**config.mk**
```make
export PLATFORM = sky130hd
export DESIGN_NAME = ws2811_encoder
export DESIGN_NICKNAME = d
export VERILOG_FILES = /design/src/rtl/ws2811_encoder.sv
export SDC_FILE = /design/constraint.sdc
export NUM_CORES = 1
export LEC_CHECK = 0
export CORE_MARGIN = 3
export CORE_UTILIZATION = 59
export DETAILED_ROUTE_END_ITERATION = 10
export PLACE_DENSITY = 0.84
export SYNTH_ARGS = -nofsm -noshare
export SYNTH_HDL_FRONTEND = slang
export SYNTH_SLANG_ARGS = --single-unit
```
**constraint.sdc**
```tcl
create_clock -name clk -period 4.4 [get_ports clk]
set_input_delay 0.66 -clock clk [delete_from_list [all_inputs] [get_ports clk]]
set_output_delay 0.66 -clock clk [all_outputs]
set_load 0.005 [all_outputs]
```
**src/rtl/ws2811_encoder.sv**
```systemverilog
// WS2811 serial encoder: pops colour bytes from a non-show-ahead FIFO and
// shifts each one out MSB-first as cycle-counted high/low bit cells. The next
// byte is prefetched during the last bit so back-to-back bytes have no gap.
// A FIFO that stays empty for TRESET cycles ends the frame with a latch pulse.
module ws2811_encoder #(
  parameter int T0H    = 13,
  parameter int T1H    = 30,
  parameter int TBIT   = 62,
  parameter int TRESET = 2600
) (
  input  logic       clk,
  input  logic       reset,
  input  logic [7:0] fifo_q,
  input  logic       fifo_empty,
  output logic       fifo_rdreq,
  output logic       ws2811,
  output logic       busy,
  output logic       latched
);

  localparam int BW = $clog2(TBIT);
  localparam int GW = $clog2(TRESET);

  localparam logic [BW-1:0] BIT_LAST = BW'(TBIT - 1);
  localparam logic [BW-1:0] T0H_C    = BW'(T0H);
  localparam logic [BW-1:0] T1H_C    = BW'(T1H);
  localparam logic [GW-1:0] GAP_LAST = GW'(TRESET - 1);

  typedef enum logic [1:0] {
    IDLE,
    FETCH,
    SEND,
    GAP
  } state_t;

  state_t          state_q, state_d;
  logic [7:0]      shift_q, shift_d;
  logic [7:0]      next_q, next_d;
  logic            have_next_q, have_next_d;
  logic            pf_pend_q, pf_pend_d;
  logic [2:0]      bit_idx_q, bit_idx_d;
  logic [BW-1:0]   bit_cnt_q, bit_cnt_d;
  logic [GW-1:0]   gap_cnt_q, gap_cnt_d;
  logic            ws_q, ws_d;
  logic            latched_q, latched_d;
  logic            rdreq;

  // Next-state, counters, pop requests and the next value of the data line.
  always_comb begin
    state_d     = state_q;
    shift_d     = shift_q;
    next_d      = next_q;
    have_next_d = have_next_q;
    pf_pend_d   = 1'b0;
    bit_idx_d   = bit_idx_q;
    bit_cnt_d   = bit_cnt_q;
    gap_cnt_d   = gap_cnt_q;
    latched_d   = 1'b0;
    rdreq       = 1'b0;

    // Prefetched data arrives one cycle after its pop request.
    if (pf_pend_q) begin
      next_d      = fifo_q;
      have_next_d = 1'b1;
    end

    case (state_q)
      IDLE: begin
        if (!fifo_empty) begin
          rdreq   = 1'b1;
          state_d = FETCH;
        end
      end

      FETCH: begin
        shift_d   = fifo_q;
        bit_idx_d = 3'd7;
        bit_cnt_d = '0;
        state_d   = SEND;
      end

      SEND: begin
        // Only one prefetch window per byte: the first cycle of bit 0.
        if (bit_idx_q == 3'd0 && bit_cnt_q == '0 && !fifo_empty && !have_next_q) begin
          rdreq     = 1'b1;
          pf_pend_d = 1'b1;
        end
        if (bit_cnt_q == BIT_LAST) begin
          bit_cnt_d = '0;
          if (bit_idx_q != 3'd0) begin
            bit_idx_d = bit_idx_q - 3'd1;
          end else if (have_next_q) begin
            shift_d     = next_q;
            have_next_d = 1'b0;
            bit_idx_d   = 3'd7;
          end else begin
            gap_cnt_d = '0;
            state_d   = GAP;
          end
        end else begin
          bit_cnt_d = bit_cnt_q + BW'(1);
        end
      end

      GAP: begin
        gap_cnt_d = gap_cnt_q + GW'(1);
        // The latch wins over a byte that shows up on the final gap cycle.
        if (gap_cnt_q == GAP_LAST) begin
          gap_cnt_d = '0;
          latched_d = 1'b1;
          state_d   = IDLE;
        end else if (!fifo_empty) begin
          rdreq   = 1'b1;
          state_d = FETCH;
        end
      end

      default: begin
        state_d = IDLE;
      end
    endcase

    // Line level for the coming cycle, so the output is a clean register.
    ws_d = (state_d == SEND) &&
           (bit_cnt_d < (shift_d[bit_idx_d] ? T1H_C : T0H_C));
  end

  // State and datapath registers with synchronous reset.
  always_ff @(posedge clk) begin
    if (reset) begin
      state_q     <= IDLE;
      shift_q     <= '0;
      next_q      <= '0;
      have_next_q <= 1'b0;
      pf_pend_q   <= 1'b0;
      bit_idx_q   <= '0;
      bit_cnt_q   <= '0;
      gap_cnt_q   <= '0;
      ws_q        <= 1'b0;
      latched_q   <= 1'b0;
    end else begin
      state_q     <= state_d;
      shift_q     <= shift_d;
      next_q      <= next_d;
      have_next_q <= have_next_d;
      pf_pend_q   <= pf_pend_d;
      bit_idx_q   <= bit_idx_d;
      bit_cnt_q   <= bit_cnt_d;
      gap_cnt_q   <= gap_cnt_d;
      ws_q        <= ws_d;
      latched_q   <= latched_d;
    end
  end

  assign fifo_rdreq = rdreq;
  assign ws2811     = ws_q;
  assign busy       = (state_q != IDLE);
  assign latched    = latched_q;

endmodule

```
; ---- Yosys cells after proc, flatten, opt, wreduce, memory -nomap -nowiden
; Cells that the tools add are included.
[word_totals]
input_bits = 11
out_inout_bits = 4
ff_bits = 43
[classes]
reduce_logical = 15
addsub = 3
magnitude_cmp = 2
eq_ne = 9
n_bitwise = 2
n_mux = 34
[op_table]
columns = op, n
row1 = 12-bit 2-to-1 mux, 4
row2 = 8-bit 2-to-1 mux, 3
row3 = 12-bit one-hot mux with 2 select lines, 1
row4 = 8-bit one-hot mux with 2 select lines, 1
row5 = 12-bit by 1-bit adder with 12-bit output (second input constant), 1
row6 = 12-bit == test (second input constant), 1
row7 = 6-bit one-hot mux with 2 select lines, 1
row8 = 1-bit 2-to-1 mux, 10
row9 = 2-bit 2-to-1 mux, 5
row10 = 3-bit 2-to-1 mux, 3
row11 = 2-bit one-hot mux with 4 select lines, 1
row12 = 6-bit by 1-bit adder with 6-bit output (second input constant), 1
row13 = 2-bit == test (second input constant), 3
row14 = 6-bit == test (second input constant), 1
row15 = 6-bit logical NOT, 1
row16 = 6-bit by 5-bit < comparator with 1-bit output, 1
row17 = 6-bit 2-to-1 mux, 1
row18 = 2-bit inequality test (second input constant), 3
row19 = 3-bit one-hot mux with 2 select lines, 1
row20 = 5-bit 2-to-1 mux, 1
row21 = 1-bit logical AND, 4
row22 = 3-bit by 4-bit < comparator with 1-bit output (second input constant), 1
row23 = 4-bit AND reduction, 1
row24 = 2-bit nonzero test, 2
row25 = other kinds (10), 13

; ---- Depth between registers and ports, before layout
[depth]
depth_word = 9
ltp_mapped = 16

; ---- Worst setup path before layout
; Ideal clock, no wire load.
[synth_path]
path_kind = register to register
from = register state_q[0]
to = register ws_q, in the netlist ws2811
t_required_ns = 4.343
setup_slack_ns = 1.136
setup_time_ns = 0.057
path_stages_with_launch = 16
t_arrival_ns = 3.207
cell_sequence = dfxtp_1 inv_1 ha_1 buf_2 and2_1 buf_2 a41o_1 o21a_1 a2111o_1 and4_4 ha_1 nor2_1 o21ai_0 or3b_1 nor3b_1 a21o_1
[synth_between]
elab_chain_cells = 7
word_cells_on_any_way = 19
classes_between = order compare (1) / eq/ne (4) / mux (12) / reduce/logical (2)
[synth_rtl]
columns = element, line
row1 = start: declaration, 36  ; state_t state_q, state_d;
row2 = start signal: assignment, 142  ; state_q <= state_d;
row3 = 2-bit == test or 2-bit by 1-bit == test with 1-bit output (tied branches), 67  ; case (state_q)
row4 = 8-bit one-hot mux with 2 select lines or 3-bit one-hot mux with 2 select lines (tied branches), 67
row5 = 1-bit binary-select mux with 3-bit select, 125  ; (bit_cnt_d < (shift_d[bit_idx_d] ? T1H_C : T0H_C));
row6 = 1-bit 2-to-1 mux (not written as such), 125
row7 = 5-bit 2-to-1 mux, 125
row8 = 6-bit by 5-bit < comparator with 1-bit output, 125
row9 = 1-bit logical AND (*), 124  ; ws_d = (state_d == SEND) &&
row10 = end signal: assignment, 150  ; ws_q <= ws_d;
row11 = end: declaration, 44  ; logic ws_q, ws_d;
; Every way passes the cells marked *; elsewhere a longest branch is shown, timed or not. The select of a mux whose other input is x is not followed.
; A chain may end at the register's enable or synchronous reset.

; ---- Final worst setup path
; Same ends and word-level chain as after synthesis.

==> impl_metrics.ini <==
[run_status]
status = completed

[synth]
yosys-top-cells-area = dfxtp_1 36%, ha_1 7.4%, nor2_1 7.1%
syn_inst = 269
syn-num-nets = 294
yosys-top-cells-count = 45 x nor2_1, 43 x dfxtp_1, 17 x a21oi_1
yosysMostFrequentCell = nor2_1
synth_area_leader_cell = dfxtp_1
synth_ff_type = dfxtp_1
synth_area_um2 = 2370
ys_seq_elements = 43
synthDominantCellAreaShare = 0.364
synth_cell_type_count = 56
synthArstFlopShare = 0
syn_area_per_cell_um2 = 8.80
synth-edff-count = 0
yosysWarnings = 0
synth-seq-area-share = 0.364

[setup_path]
cp-end-kind = register
cp_cell_sequence = inv_1 > ha_1 > inv_1 > nor4b_4 > a211oi_1 > o21a_1 > a2111o_1 > and4_4 > ha_1 > nor2_1 > o21ai_0 > or3b_1 > nor3b_1 > a21o_1
worstSetupStartpointType = register
cp.arrival_ps = 4170
cpMaxStageDelayCell = nor4b_4
crit_fanout = 11
cpPeakStageDelay_ps = 580
crit_type = register to register
required_ps = 4640
path_delay_family = simple AND/OR/NAND/NOR gates
crit_buf_inv = 2

[drt]
vias = 2007
routedWlPerCell_um = 15.4
drt-total-wl_um = 5110
viasPerCell = 6.06
initialDrtViolationCount = 205
drt_pass1_iterations = 4
postRouteAntennaNets = 0
drc_errors = 0

[global_route]
globalRouteTotalUtil = 0.216
grt_pass1_vias = 1926
grt.overflow.total = 0
antenna_found_initial = 0
grt_pass1_wl_um = 8570
grt_start_max_net_pins = 28

[sta]
hold-worst-slack_ps = 480
fmax_ghz = 0.255
setup_viol = 0
finalHoldViolations = 0
drv_slew = 0
rsz0062_at_grt = no
fin_ws_ps = 472
maxSlewHeadroom = 0.347
finalCriticalPeriod_ps = 3930
skew_ps = 5.16
timing.final.crit_share = 0.893
tightestPinTransition_ps = 977
fin_setup_tns_ps = 0

[min_path]
hp-class = register to register

[final_layout]
post_route_cells_drive_above_1_share = 0.0813
areaGrowthSynthToFinish_pct = 13.0
post_layout_nonfiller_instances = 331
final_util = 0.709
nNetsFinal = 307
n_antenna_cell = 0

[power]
pwr-share-clk = 0.385
netSwitchingFraction = 0.261
power.leakage_uw = 0.000963
power.density_nw_per_um2 = 355
p_int_uw = 701
p_switching_uw = 247
p_seq_frac = 0.435
vdd_drop_max_mv = 0.248
combPwrFrac = 0.180

[clocking]
cts_setup_buffers = 0
cts_tree = yes
clockBufferDepth = 2
cts_buffers = 5
ctsHoldBuffers = 0
cts_resized = 0
clk_pin_slew_ps = 80
cts.sinks = 43
root_buffer = clkbuf_8
h-tree-depth = 2
clock_latency_ps = 300

[die]
initial_utilization = 0.627
die_w_um = 69.3
die-area_um2 = 4810
core_um2 = 3770
boundaryPins = 15
rows = 22
die-height_um = 69.3

[flow_run]
cap_violations = 0

[place]
gp_congestion = 0.922
hpwl_um = 3770
portBuffers = 14
place_ws_ps = 542
place_inst = 323
## per-stage QoR
stage               total power [µW]  area, µm²
CTS                              952       2670
detailed placement               591       2540
finish                           948       2670
global placement                 587       2540
floorplan                        540       2370
global route                     986       2670
## cell usage in the layout, fill, tap and decap left out, types with 2 or more instances in the layout
master           synthesis  final
and3_1                   2      2
nor4_1                   2      2
ha_1                    14     14
inv_1                   14     14
nand3_1                  6      6
xnor2_1                  7      7
nand4_1                  4      4
or3_1                    5      5
nor2_1                  45     45
dfxtp_1                 43     43
a21o_1                   2      2
and2_1                   3      3
nor3_1                   5      5
a31oi_1                  5      5
bufinv_16                0      2
o21bai_1                 2      2
nand2_1                 13     13
o21a_1                   2      2
clkdlybuf4s50_1          0     14
or2_2                    3      3
nor3b_1                  2      2
nand2b_1                 2      2
clkbuf_8                 0      5
a22o_1                   8      8
a211o_1                  2      2
o21ai_0                  6      6
o211ai_1                 3      3
a21oi_1                 17     17
mux2i_1                  9      9
a211oi_1                 3      3
xor2_1                   5      5
## power by group through the flow
stage / registers (µW) / logic (µW) / clock network (µW)
floorplan: 418 / 122 / 0
global placement: 421 / 166 / 0
detailed placement: 422 / 169 / 0
CTS: 413 / 170 / 369
global route: 415 / 189 / 382
finish: 413 / 171 / 365
## metal layers
layer  global-route usage  wire length [µm]  up-vias
met4               0.0759                97        0
met3               0.0333               243       10
met1                0.280              2290      944
li1                     -                 -      991
met5                    0                 0        -
met2                0.364              2480       62
## logic make-up after synthesis
family,after synthesis,synth area share
adders and majority gates,14,0.0740
DFF,43,0.364
and+or+nand+nor,107,0.251
muxes,9,0.0381
AOI/OAI and AO/OA,61,0.191
xor gates and xnor gates,12,0.0444
buffers and inverters,23,0.0375
## registers in the layout, summed over array words and instances, names as in the netlist
register / cells
latched: 1
pf_pend_q: 1
bit_idx_q: 3
have_next_q: 1
bit_cnt_q: 6
gap_cnt_q: 12
ws2811: 1
shift_q: 8
state_q: 2
next_q: 8
## worst min-delay path, stage by stage (launching register included)
cell and delay (ps):
dfxtp_1 310, a21oi_1 70, nor2_1 70
## path summary, 6_finish.rpt
path	from	to	slack [ps]	depth (start not counted)
max	state_q[0]	ws2811	470	14
min	shift_q[2]	shift_q[2]	480	2
max reg2reg	state_q[0]	ws2811	470	14
min reg2reg	shift_q[2]	shift_q[2]	480	2
## area by class of cell
| cell class | count | area (µm²) |
|---|---|---|
| clock buffer | 5 | 68.8 |
| tap | 48 | 60.1 |
| sequential | 43 | 861 |
| clock inverter | 3 | 67.6 |
| fill | 282 | 1100 |
| multi-input combinational | 203 | 1420 |
| inverter | 14 | 52.6 |
| timing repair buffer | 15 | 148 |
No activity file was read; power rests on OpenSTA's default activity.
